$ cat config.mk
export PLATFORM = sky130hd
export DESIGN_NAME = tx_msg_writer
export DESIGN_NICKNAME = d
export VERILOG_FILES = /design/src/rtl/uart_pkg.sv /design/src/rtl/tx_msg_writer.sv
export SDC_FILE = /design/constraint.sdc
export NUM_CORES = 1
export LEC_CHECK = 0
export BUFFER_PORTS_ARGS = -buffer_cell sky130_fd_sc_hd__buf_2
export CAP_MARGIN = 25
export CORE_UTILIZATION = 43
export DETAILED_ROUTE_END_ITERATION = 8
export SLEW_MARGIN = 5
export SYNTH_ARGS = -nofsm -noshare
export SYNTH_HDL_FRONTEND = slang
export SYNTH_SLANG_ARGS = --single-unit
$ cat constraint.sdc
create_clock -name clk -period 2.6 [get_ports clk]
set_clock_uncertainty 0.2 [all_clocks]
set_input_delay 0.13 -clock clk [delete_from_list [all_inputs] [get_ports clk]]
set_output_delay 0.13 -clock clk [all_outputs]
set_load 0.005 [all_outputs]
$ cat src/rtl/uart_pkg.sv
// uart_pkg: shared UART byte width and transmit-message sequencer states
package uart_pkg;
  localparam int UART_BYTE_W = 8;
  typedef enum logic [2:0] {IDLE, CHECK, LOAD, SETTLE, DONE} tx_msg_state_t;
endpackage

$ cat src/rtl/tx_msg_writer.sv
// tx_msg_writer: pushes a latched payload plus optional XOR checksum into the UART TX FIFO
module tx_msg_writer
  import uart_pkg::*;
#(
  parameter int NBYTES   = 5,
  parameter int CHECKSUM = 1
) (
  input  logic                          clk,
  input  logic                          reset,
  input  logic                          start,
  input  logic [UART_BYTE_W*NBYTES-1:0] datain,
  input  logic                          txfull,
  output logic                          ldtxdata,
  output logic [UART_BYTE_W-1:0]        txdata,
  output logic                          busy,
  output logic                          done
);
  localparam int CW = $clog2(NBYTES + 2);
  localparam logic [CW-1:0] NPAY = CW'(NBYTES);
  localparam logic [CW-1:0] LAST = CW'(NBYTES + CHECKSUM);
  tx_msg_state_t state;
  logic [CW-1:0] cnt;
  logic [NBYTES-1:0][UART_BYTE_W-1:0] payload;
  logic [UART_BYTE_W-1:0] csum;
  logic [UART_BYTE_W-1:0] pay_byte;
  logic [UART_BYTE_W-1:0] cur_byte;
  // pick the payload byte addressed by the counter
  always_comb begin
    pay_byte = '0;
    for (int i = 0; i < NBYTES; i++)
      if (cnt == CW'(i)) pay_byte = payload[i];
  end
  assign cur_byte = (cnt < NPAY) ? pay_byte : csum;
  // sequencer with registered FIFO strobe, data and status outputs
  always_ff @(posedge clk or negedge reset) begin
    if (!reset) begin
      state    <= IDLE;
      ldtxdata <= 1'b0;
      txdata   <= '0;
      busy     <= 1'b0;
      done     <= 1'b0;
      cnt      <= '0;
      payload  <= '0;
      csum     <= '0;
    end else begin
      ldtxdata <= 1'b0;
      case (state)
        IDLE: if (start) begin
          payload <= datain;
          cnt     <= '0;
          csum    <= '0;
          busy    <= 1'b1;
          state   <= CHECK;
        end
        CHECK: if (!txfull) state <= LOAD;
        LOAD: begin
          ldtxdata <= 1'b1;
          txdata   <= cur_byte;
          if (cnt < NPAY) csum <= csum ^ cur_byte;
          cnt   <= cnt + CW'(1);
          state <= SETTLE;
        end
        SETTLE: if (cnt == LAST) begin
          busy  <= 1'b0;
          done  <= 1'b1;
          state <= DONE;
        end else begin
          state <= CHECK;
        end
        DONE: if (!start) begin
          done  <= 1'b0;
          state <= IDLE;
        end
        default: state <= IDLE;
      endcase
    end
  end
endmodule

==> impl_metrics.yaml, run 1 <==
run_status:
  run_status: "completed"
cells_and_area:
  share_of_final_layout_standard_cells_stronger_than_drive_strength_1_pct: 19.1
  design.final.nets: 505
  layout_common_cells: "sky130_fd_sc_hd__nand2_1 (144), sky130_fd_sc_hd__dfrtp_1 (65), sky130_fd_sc_hd__buf_2 (54)"
  final-seq-area_sq_mm: 0.00163
  layout.filler_cells: 702
  multi_input_area_sq_mm: 0.00142
  insertedDiodeCount: 0
  final_common_cell: "sky130_fd_sc_hd__nand2_1"
  area_delta_synth_final_pct: 31.4
grt:
  number_of_antenna_violations_at_the_first_check_in_global_routing: 0
  gr-max-usage-layer: "met2"
  grt_util_met2_pct: 37.2
  grtUsageMet1_pct: 30.1
  grt_util_met3_pct: 6.03
  overflow: 0
  global_route.usage.total_pct: 22.8
  vias_in_the_first_global_route: 2778
  grt_pass1_wl_mm: 13.3
  grt_max_degree: 46
clocking:
  clkTransAtPathRegs_ns: 0.07
  cts_tree: "done"
  htree_num_levels: 3
  clock_tree.buffer_depth: 2
  clock-root-buffer: "sky130_fd_sc_hd__clkbuf_8"
  clock_insertion_delay_worst_skew_ns: 0.34
  numCtsBuffers: 9
  buffer_count_from_post_cts_setup_fixing: 0
  cts_num_sinks: 65
critical_path:
  reg2regPathDepth: 7
  startpoint_type: "register"
  rr_startpoint: "cnt[1]$_DFFE_PN0P_"
  timing.critical_path.from: "cnt[1]$_DFFE_PN0P_"
  r2r_end: "csum[3]$_DFFE_PN0P_"
  worst-endpoint-required_ns: 2.62
  endpoint_kind: "register"
  cp_data_arrival_time_ns: 2.47
  r2r_setup_slack_ns: 0.15
  critical_path_peak_fanout: 12
  path_class: "reg2reg"
  crit_end: "csum[3]$_DFFE_PN0P_"
placed_design:
  io_buffers: 54
  globalplace.congestion: 0.833
  preCtsSetupSlack_ns: 0.149
  place.detailed.hpwl_mm: 5.19
routing:
  dr_pass1_iterations: 4
  wirelength_mm: 7.85
  via_per_inst: 5.09
  initialDrtViolationCount: 176
  detail_route.drc_violations: 0
  route.antenna.remaining_nets: 0
  via_count: 2844
  detail_route.wl_per_cell_microns: 14.0
yosys:
  synthFlopType: "sky130_fd_sc_hd__dfrtp_1"
  synth.largest_area_cell: "sky130_fd_sc_hd__dfrtp_1"
  synth_top_cells_by_area: "sky130_fd_sc_hd__dfrtp_1 (51%), sky130_fd_sc_hd__nand2_1 (17%), sky130_fd_sc_hd__nand2b_1 (2.2%), sky130_fd_sc_hd__ha_1 (2.0%), sky130_fd_sc_hd__o21ai_0 (1.9%)"
  ys_seq_area_share_pct: 51.1
  yosys.cell_types.count: 41
  synth.net_count: 407
  synth_warnings: 0
  netlist.area_leader.share_pct: 51.1
  avgSynthCellArea_sq_um: 8.89
  flop_and_latch_count_out_of_synthesis: 65
  edff_count_synth: 0
  area_of_the_mapped_netlist_sq_mm: 0.00318
  synthArstFlopShare_pct: 100
  syn_inst: 358
die:
  row_count: 31
  initial_core_util_pct: 44.1
  die_w_microns: 88.1
  die_h_microns: 88.1
  core_area_sq_mm: 0.00721
  dieArea_sq_mm: 0.00775
  design.portCount: 55
timing:
  finalSetupTns_ns: 0
  drv_slew: 0
  fin_ws_ns: 0.151
  relSlewSlack_pct: 64.9
  hold_viol: 0
  fmaxAchievable_mhz: 408
  rsz0062_at_grt: "false"
  final_period_util_pct: 94.2
  report.final.setup_viol: 0
  timing.final.crit_period_ns: 2.45
  hold_ws_ns: 0.127
  worst_pin_slew_ns: 0.527
power_and_ir_drop:
  power_switching_w: 0.00190
  design_power_total_w: 0.00477
  part_of_the_total_power_dissipated_in_sequential_elements_pct: 37.7
  netSwitchingFraction_pct: 39.8
  vdd.ir_drop.worst_v: 0.000509
  intPower_w: 0.00287
  power.share.clock_pct: 18.1
  power_leakage_nw: 2.03
  proportion_of_power_drawn_by_combinational_gates_pct: 44.2
  power_density_mw_per_mm2: 1140
job:
  max_cap_viol_count: 0
hold_path:
  hold_path.class: "in2async"
[area by class of cell]
type	instances	share of cell area, %
timing repair buffer	109	19.2
clock inverter	3	0.957
inverter	4	0.478
clock buffer	12	3.71
sequential	65	38.9
tap	99	2.96
multi-input combinational	267	33.8
[timing repair]
| action | 4_1_cts | 5_1_grt |
|---|---|---|
| setup endpoints to repair | 0 | 3 |
| endpoints found under the hold margin | 109 | 0 |
| gates resized for setup | 0 | 2 |
| hold buffers | 43 | 0 |
[how the worst min path moves through the flow]
stage,cells after the start,end,slack [ns],from
6_report,3,csum[7]$_DFFE_PN0P_,0.13,reset
5_1_grt,3,csum[7]$_DFFE_PN0P_,0.16,reset
3_3_place_gp,2,payload[25]$_DFFE_PN0P_,-0.03,reset
3_5_place_dp,2,payload[33]$_DFFE_PN0P_,-0.03,reset
4_1_cts,3,csum[7]$_DFFE_PN0P_,0.14,reset
2_1_floorplan,0,busy$_DFFE_PN0P_,-0.37,reset
[stage by stage]
stage / utilization [%] / cells / cell area, sq um
after global routing: 58.0 / 559 / 4180
final: 58.0 / 559 / 4180
after CTS: 57.9 / 559 / 4180
after floorplan: - / 358 / 3180
after detailed placement: 49.3 / 501 / 3550
after global placement: 49.3 / 501 / 3550
[metal layers]
| metal | wire length [microns] | up-vias | part of all wire, % |
|---|---|---|---|
| li1 | - | 1413 | - |
| met1 | 3520 | 1363 | 45 |
| met2 | 3800 | 62 | 48 |
| met3 | 447 | 6 | 5.7 |
| met4 | 80 | 0 | 1.0 |
| met5 | 0 | - | 0 |
[Yosys cell counts, drive strengths merged (2+ instances only)]
cell	instances
a21boi	5
o211ai	2
nor2	9
nand2	144
nand2b	12
a21oi	10
inv	3
a221oi	5
o31ai	6
a22oi	7
nand3	3
a211oi	4
or2	2
ha	5
buf	12
o21ai	14
a31oi	5
a211o	6
nand4	6
dfrtp	65
nor3b	2
o311ai	5
nor2b	3
nand3b	4
clkbuf	10
[state kept, by name (all words and copies together), names as in the netlist]
name	flops
busy	1
cnt	3
csum	8
done	1
ldtxdata	1
payload	40
state	3
txdata	8
[power groups by stage]
stage	combinational [W]	clock [W]	sequential [W]
after floorplan	0.00160	0	0.00168
after global placement	0.00201	0	0.00180
after detailed placement	0.00205	0	0.00181
after CTS	0.00210	0.000876	0.00180
after global routing	0.00241	0.000923	0.00186
final	0.00211	0.000861	0.00180
[critical path: stages (launching register included)]
cell,delay [ns]
sky130_fd_sc_hd__dfrtp_1,0.47
sky130_fd_sc_hd__inv_1,0.13
sky130_fd_sc_hd__ha_2,0.31
sky130_fd_sc_hd__and2b_1,0.27
sky130_fd_sc_hd__a221oi_1,0.49
sky130_fd_sc_hd__a211o_1,0.25
sky130_fd_sc_hd__nand4_1,0.10
sky130_fd_sc_hd__o311ai_0,0.11
[logic make-up (layout without fill, tap and decap cells)]
family,after synthesis,in the layout,synth area share (%)
AO/OA/AOI/OAI,72,72,15.9
adder cells (fa/ha/maj),5,5,1.96
flip-flops,65,65,51.1
buffers and inverters,26,128,4.64
AND/OR/NAND/NOR,190,190,26.4
Note: power is estimated with default switching activity, not from simulation.
==> run 2, diff against run 1 <==
CTS_CLUSTER_SIZE = 12   (was not set)
PLACE_DENSITY_LB_ADDON = 0.25   (was not set)
==> impl_metrics.yaml, run 2 (synthesis results as in run 1) <==
run_status:
  run_status: "completed"
clocking:
  clock-root-buffer: "sky130_fd_sc_hd__clkbuf_8"
  numCtsBuffers: 9
  htree_num_levels: 3
  cts_num_sinks: 65
  clock_tree.buffer_depth: 2
  clock_insertion_delay_worst_skew_ns: 0.34
  cts_tree: "done"
  clkTransAtPathRegs_ns: 0.07
grt:
  number_of_antenna_violations_at_the_first_check_in_global_routing: 0
  vias_in_the_first_global_route: 2890
  global_route.usage.total_pct: 23.3
  grt_max_degree: 43
  overflow: 0
  grt_pass1_wl_mm: 13.6
timing:
  fmaxAchievable_mhz: 420
  rsz0062_at_grt: "false"
  hold_viol: 0
  worst_pin_slew_ns: 0.715
  relSlewSlack_pct: 52.3
  final_period_util_pct: 91.5
  report.final.setup_viol: 0
  timing.final.crit_period_ns: 2.38
  drv_slew: 0
  finalSetupTns_ns: 0
cells_and_area:
  largest_register_ff_count: 40
  postLayoutCoreUtil_pct: 58.0
  largest_register: "payload"
  final_common_cell: "sky130_fd_sc_hd__nand2_1"
  area_delta_synth_final_pct: 31.5
  share_of_final_layout_standard_cells_stronger_than_drive_strength_1_pct: 18.7
  final_area_sq_mm: 0.00419
  reg.largest.list: "payload (40), csum (8), txdata (8)"
  insertedDiodeCount: 0
  layout_common_cells: "sky130_fd_sc_hd__nand2_1 (144), sky130_fd_sc_hd__dfrtp_1 (65), sky130_fd_sc_hd__buf_2 (54)"
  design.final.nets: 504
die:
  core_area_sq_mm: 0.00721
  row_count: 31
  die_h_microns: 88.1
  initial_core_util_pct: 44.1
  dieArea_sq_mm: 0.00775
  die_w_microns: 88.1
  design.portCount: 55
routing:
  via_per_inst: 5.09
  route.antenna.remaining_nets: 0
  dr_pass1_iterations: 4
  detail_route.drc_violations: 0
  detail_route.wl_per_cell_microns: 13.8
  wirelength_mm: 7.73
  via_count: 2843
  initialDrtViolationCount: 145
critical_path:
  startpoint_type: "register"
  endpoint_kind: "register"
  cp_data_arrival_time_ns: 2.44
  worst-endpoint-required_ns: 2.66
  critical_path_peak_fanout: 9
  path_class: "reg2reg"
placed_design:
  placement.cell_area_sq_mm: 0.00355
  io_buffers: 54
  place.detailed.hpwl_mm: 5.28
  globalplace.congestion: 0.861
power_and_ir_drop:
  power_density_mw_per_mm2: 1140
  power_leakage_nw: 2.02
  vdd.ir_drop.worst_v: 0.000429
job:
  max_cap_viol_count: 0
hold_path:
  hold_path.class: "in2async"
==> run 2: metrics by stage <==
step	std cells	power [W]	setup slack [ns]	hold WS (ns)
final	559	0.00477	0.222	0.180
after global routing	559	0.00521	0.0157	0.231
after CTS	559	0.00479	0.169	0.201
after detailed placement	500	0.00384	0.209	0.0241
after global placement	500	0.00378	0.260	0.0144
after floorplan	358	0.00328	0.371	-0.366
==> run 2: timing repair <==
item,4_1_cts,5_1_grt
setup endpoints to repair,0,2
setup buffers,0,0
endpoints found under the hold margin,73,0
hold buffers,43,0
gates resized for setup,0,1
==> run 2: layout make-up <==
| class | count | area [sq um] |
|---|---|---|
| multi-input combinational | 267 | 1410 |
| inverter | 4 | 20.0 |
| timing repair buffer | 108 | 796 |
| clock buffer | 14 | 173 |
| clock inverter | 2 | 35.0 |
| sequential | 65 | 1630 |
| fill | 682 | 3030 |
| tap | 99 | 124 |
==> run 2: critical path, cell delays in order (launching register included) <==
cell and delay [ns]:
sky130_fd_sc_hd__dfrtp_1 0.47, sky130_fd_sc_hd__ha_1 0.24, sky130_fd_sc_hd__ha_1 0.24, sky130_fd_sc_hd__or2_2 0.29, sky130_fd_sc_hd__a211oi_1 0.19, sky130_fd_sc_hd__o22ai_1 0.15, sky130_fd_sc_hd__or3_1 0.37, sky130_fd_sc_hd__a21oi_1 0.15
==> run 2: routing by layer <==
layer,wire length [microns],vias to the layer above,global-route usage (%)
met5,0,-,0
met4,221,0,12.0
met3,249,17,3.58
met2,3640,61,37.1
met1,3620,1354,30.9
li1,-,1411,-
==> run 2: final timing paths <==
kind                                    startpoint                 endpoint  slack (ns)  cells past startpoint
hold reg to reg            payload[20]$_DFFE_PN0P_  payload[20]$_DFFE_PN0P_        0.27                      2
max in group asynchronous                    reset  payload[14]$_DFFE_PN0P_        1.38                      3
min in group clk           payload[20]$_DFFE_PN0P_  payload[20]$_DFFE_PN0P_        0.27                      2
hold / removal                               reset    txdata[1]$_DFFE_PN0P_        0.18                      2
setup reg to reg                cnt[0]$_DFFE_PN0P_      csum[1]$_DFFE_PN0P_        0.22                      7
setup / recovery                cnt[0]$_DFFE_PN0P_      csum[1]$_DFFE_PN0P_        0.22                      7
==> run 2: where the power goes <==
group          switching, W  internal (W)
clock              0.000367      0.000521
sequential         0.000345       0.00147
combinational       0.00116      0.000907
==> run 3, diff against run 2 <==
CORE_ASPECT_RATIO = 2   (was not set)
==> impl_metrics.yaml, run 3 (synthesis results as in run 1) <==
cells_and_area:
  design.final.nets: 503
  share_of_final_layout_standard_cells_stronger_than_drive_strength_1_pct: 18.3
  insertedDiodeCount: 0
  final_area_sq_mm: 0.00428
  multi_input_area_sq_mm: 0.00141
  layout.filler_cells: 645
  layout_common_cells: "sky130_fd_sc_hd__nand2_1 (144), sky130_fd_sc_hd__dfrtp_1 (65), sky130_fd_sc_hd__buf_2 (54)"
  largest_register_ff_count: 40
  reg.largest.list: "payload (40), csum (8), txdata (8)"
  final_common_cell: "sky130_fd_sc_hd__nand2_1"
  largest_register: "payload"
  final-seq-area_sq_mm: 0.00163
  area_delta_synth_final_pct: 34.5
  stdcell_count: 551
timing:
  worst_pin_slew_ns: 0.734
  fmaxAchievable_mhz: 416
  timing.final.crit_period_ns: 2.40
  hold_viol: 0
  finalSetupTns_ns: 0
  rsz0062_at_grt: "false"
  report.final.setup_viol: 0
  final_period_util_pct: 92.5
  drv_slew: 0
  relSlewSlack_pct: 51.1
grt:
  grt_max_degree: 51
  vias_in_the_first_global_route: 2813
  grt_pass1_wl_mm: 13.5
  overflow: 0
  number_of_antenna_violations_at_the_first_check_in_global_routing: 0
  global_route.usage.total_pct: 23.5
placed_design:
  place.detailed.hpwl_mm: 5.64
  io_buffers: 54
  globalplace.congestion: 0.877
  placement.cell_area_sq_mm: 0.00354
  placed_cell_count: 492
hold_path:
  hold_path.class: "in2async"
die:
  initial_core_util_pct: 44.2
  core_area_sq_mm: 0.00721
  die_w_microns: 62.9
  row_count: 44
  dieArea_sq_mm: 0.00777
  die_h_microns: 124
  design.portCount: 55
critical_path:
  timing.critical_path.buf_inv: 1
  timing.critical_path.from: "cnt[0]$_DFFE_PN0P_"
  startpoint_type: "register"
  critical_path.most_common_cell: "sky130_fd_sc_hd__ha_1"
  critical-path-max-stage-delay_ns: 0.46
  cp_cell_sequence: "ha_1 -> ha_1 -> buf_4 -> nor2_1 -> a21boi_0 -> a211o_1 -> o311ai_0"
  worst-endpoint-required_ns: 2.61
  endpoint_kind: "register"
  rr_startpoint: "cnt[0]$_DFFE_PN0P_"
  cp_data_arrival_time_ns: 2.41
  crit_family: "compound AO/OA/AOI/OAI gates"
  path_class: "reg2reg"
  critical_path_peak_fanout: 9
  worst_path_max_delay_cell: "sky130_fd_sc_hd__dfrtp_1"
routing:
  wirelength_mm: 8.33
  route.antenna.remaining_nets: 0
  via_per_inst: 5.24
  dr_pass1_iterations: 4
  detail_route.wl_per_cell_microns: 15.1
  detail_route.drc_violations: 0
  initialDrtViolationCount: 127
  via_count: 2885
clocking:
  numCtsBuffers: 9
  buffer_count_from_post_cts_setup_fixing: 0
  htree_num_levels: 3
  cts_tree: "done"
  cts_num_sinks: 65
  clock_insertion_delay_worst_skew_ns: 0.33
  clock_tree.buffer_depth: 2
  clock-root-buffer: "sky130_fd_sc_hd__clkbuf_16"
  clkTransAtPathRegs_ns: 0.05
job:
  max_cap_viol_count: 0
power_and_ir_drop:
  vdd.ir_drop.worst_v: 0.000539
  power_density_mw_per_mm2: 1200
  power_leakage_nw: 2.07
  design_power_total_w: 0.00513
run_status:
  run_status: "completed"
-- run 3: cell count changes in the layout (fill, tap and decap cells not counted), sizes merged --
cell / change
buf: -1
-- run 3: worst paths after layout --
check | end | slack, ns | cells after the start
max reg2reg | csum[2]$_DFFE_PN0P_ | 0.20 | 7
min reg2reg | payload[22]$_DFFE_PN0P_ | 0.27 | 2
min | done$_DFFE_PN0P_ | 0.20 | 2
min in group clk | payload[22]$_DFFE_PN0P_ | 0.27 | 2
max | csum[2]$_DFFE_PN0P_ | 0.20 | 7
max in group asynchronous | payload[30]$_DFFE_PN0P_ | 1.37 | 3
-- run 3: layout make-up --
class | count | area share, %
multi-input combinational | 267 | 32.9
tap | 92 | 2.69
timing repair buffer | 107 | 18.7
sequential | 65 | 38.0
inverter | 4 | 0.468
clock inverter | 2 | 0.818
clock buffer | 14 | 6.40
-- run 3: timing repair --
| item | CTS | global route |
|---|---|---|
| hold buffers | 43 | 0 |
| endpoints found under the hold margin | 76 | 0 |
| gates resized for setup | 0 | 0 |
-- run 3: where the power goes --
group / total, W / internal (W) / switching, W
Clock: 0.00123 / 0.000818 / 0.000407
Sequential: 0.00183 / 0.00147 / 0.000361
Combinational: 0.00207 / 0.000905 / 0.00117
Total: 0.00513 / 0.00319 / 0.00194
-- run 3: routing by layer --
layer	GRT usage (%)	share of wire, %	vias up
met4	13.7	4.4	0
met5	0	0	-
met2	43.8	57	67
met1	24.1	36	1380
li1	-	-	1413
met3	4.58	2.7	25
-- run 3: stage by stage --
| stage | setup slack, ns | hold slack, ns | utilization [%] |
|---|---|---|---|
| 4_1_cts | 0.191 | 0.223 | 59.4 |
| 5_1_grt | 0.00361 | 0.267 | 59.4 |
| 2_1_floorplan | 0.371 | -0.366 | - |
| 6_report | 0.196 | 0.197 | 59.4 |
| 3_3_place_gp | 0.303 | 0.0249 | 49.1 |
| 3_5_place_dp | 0.212 | 0.0383 | 49.1 |
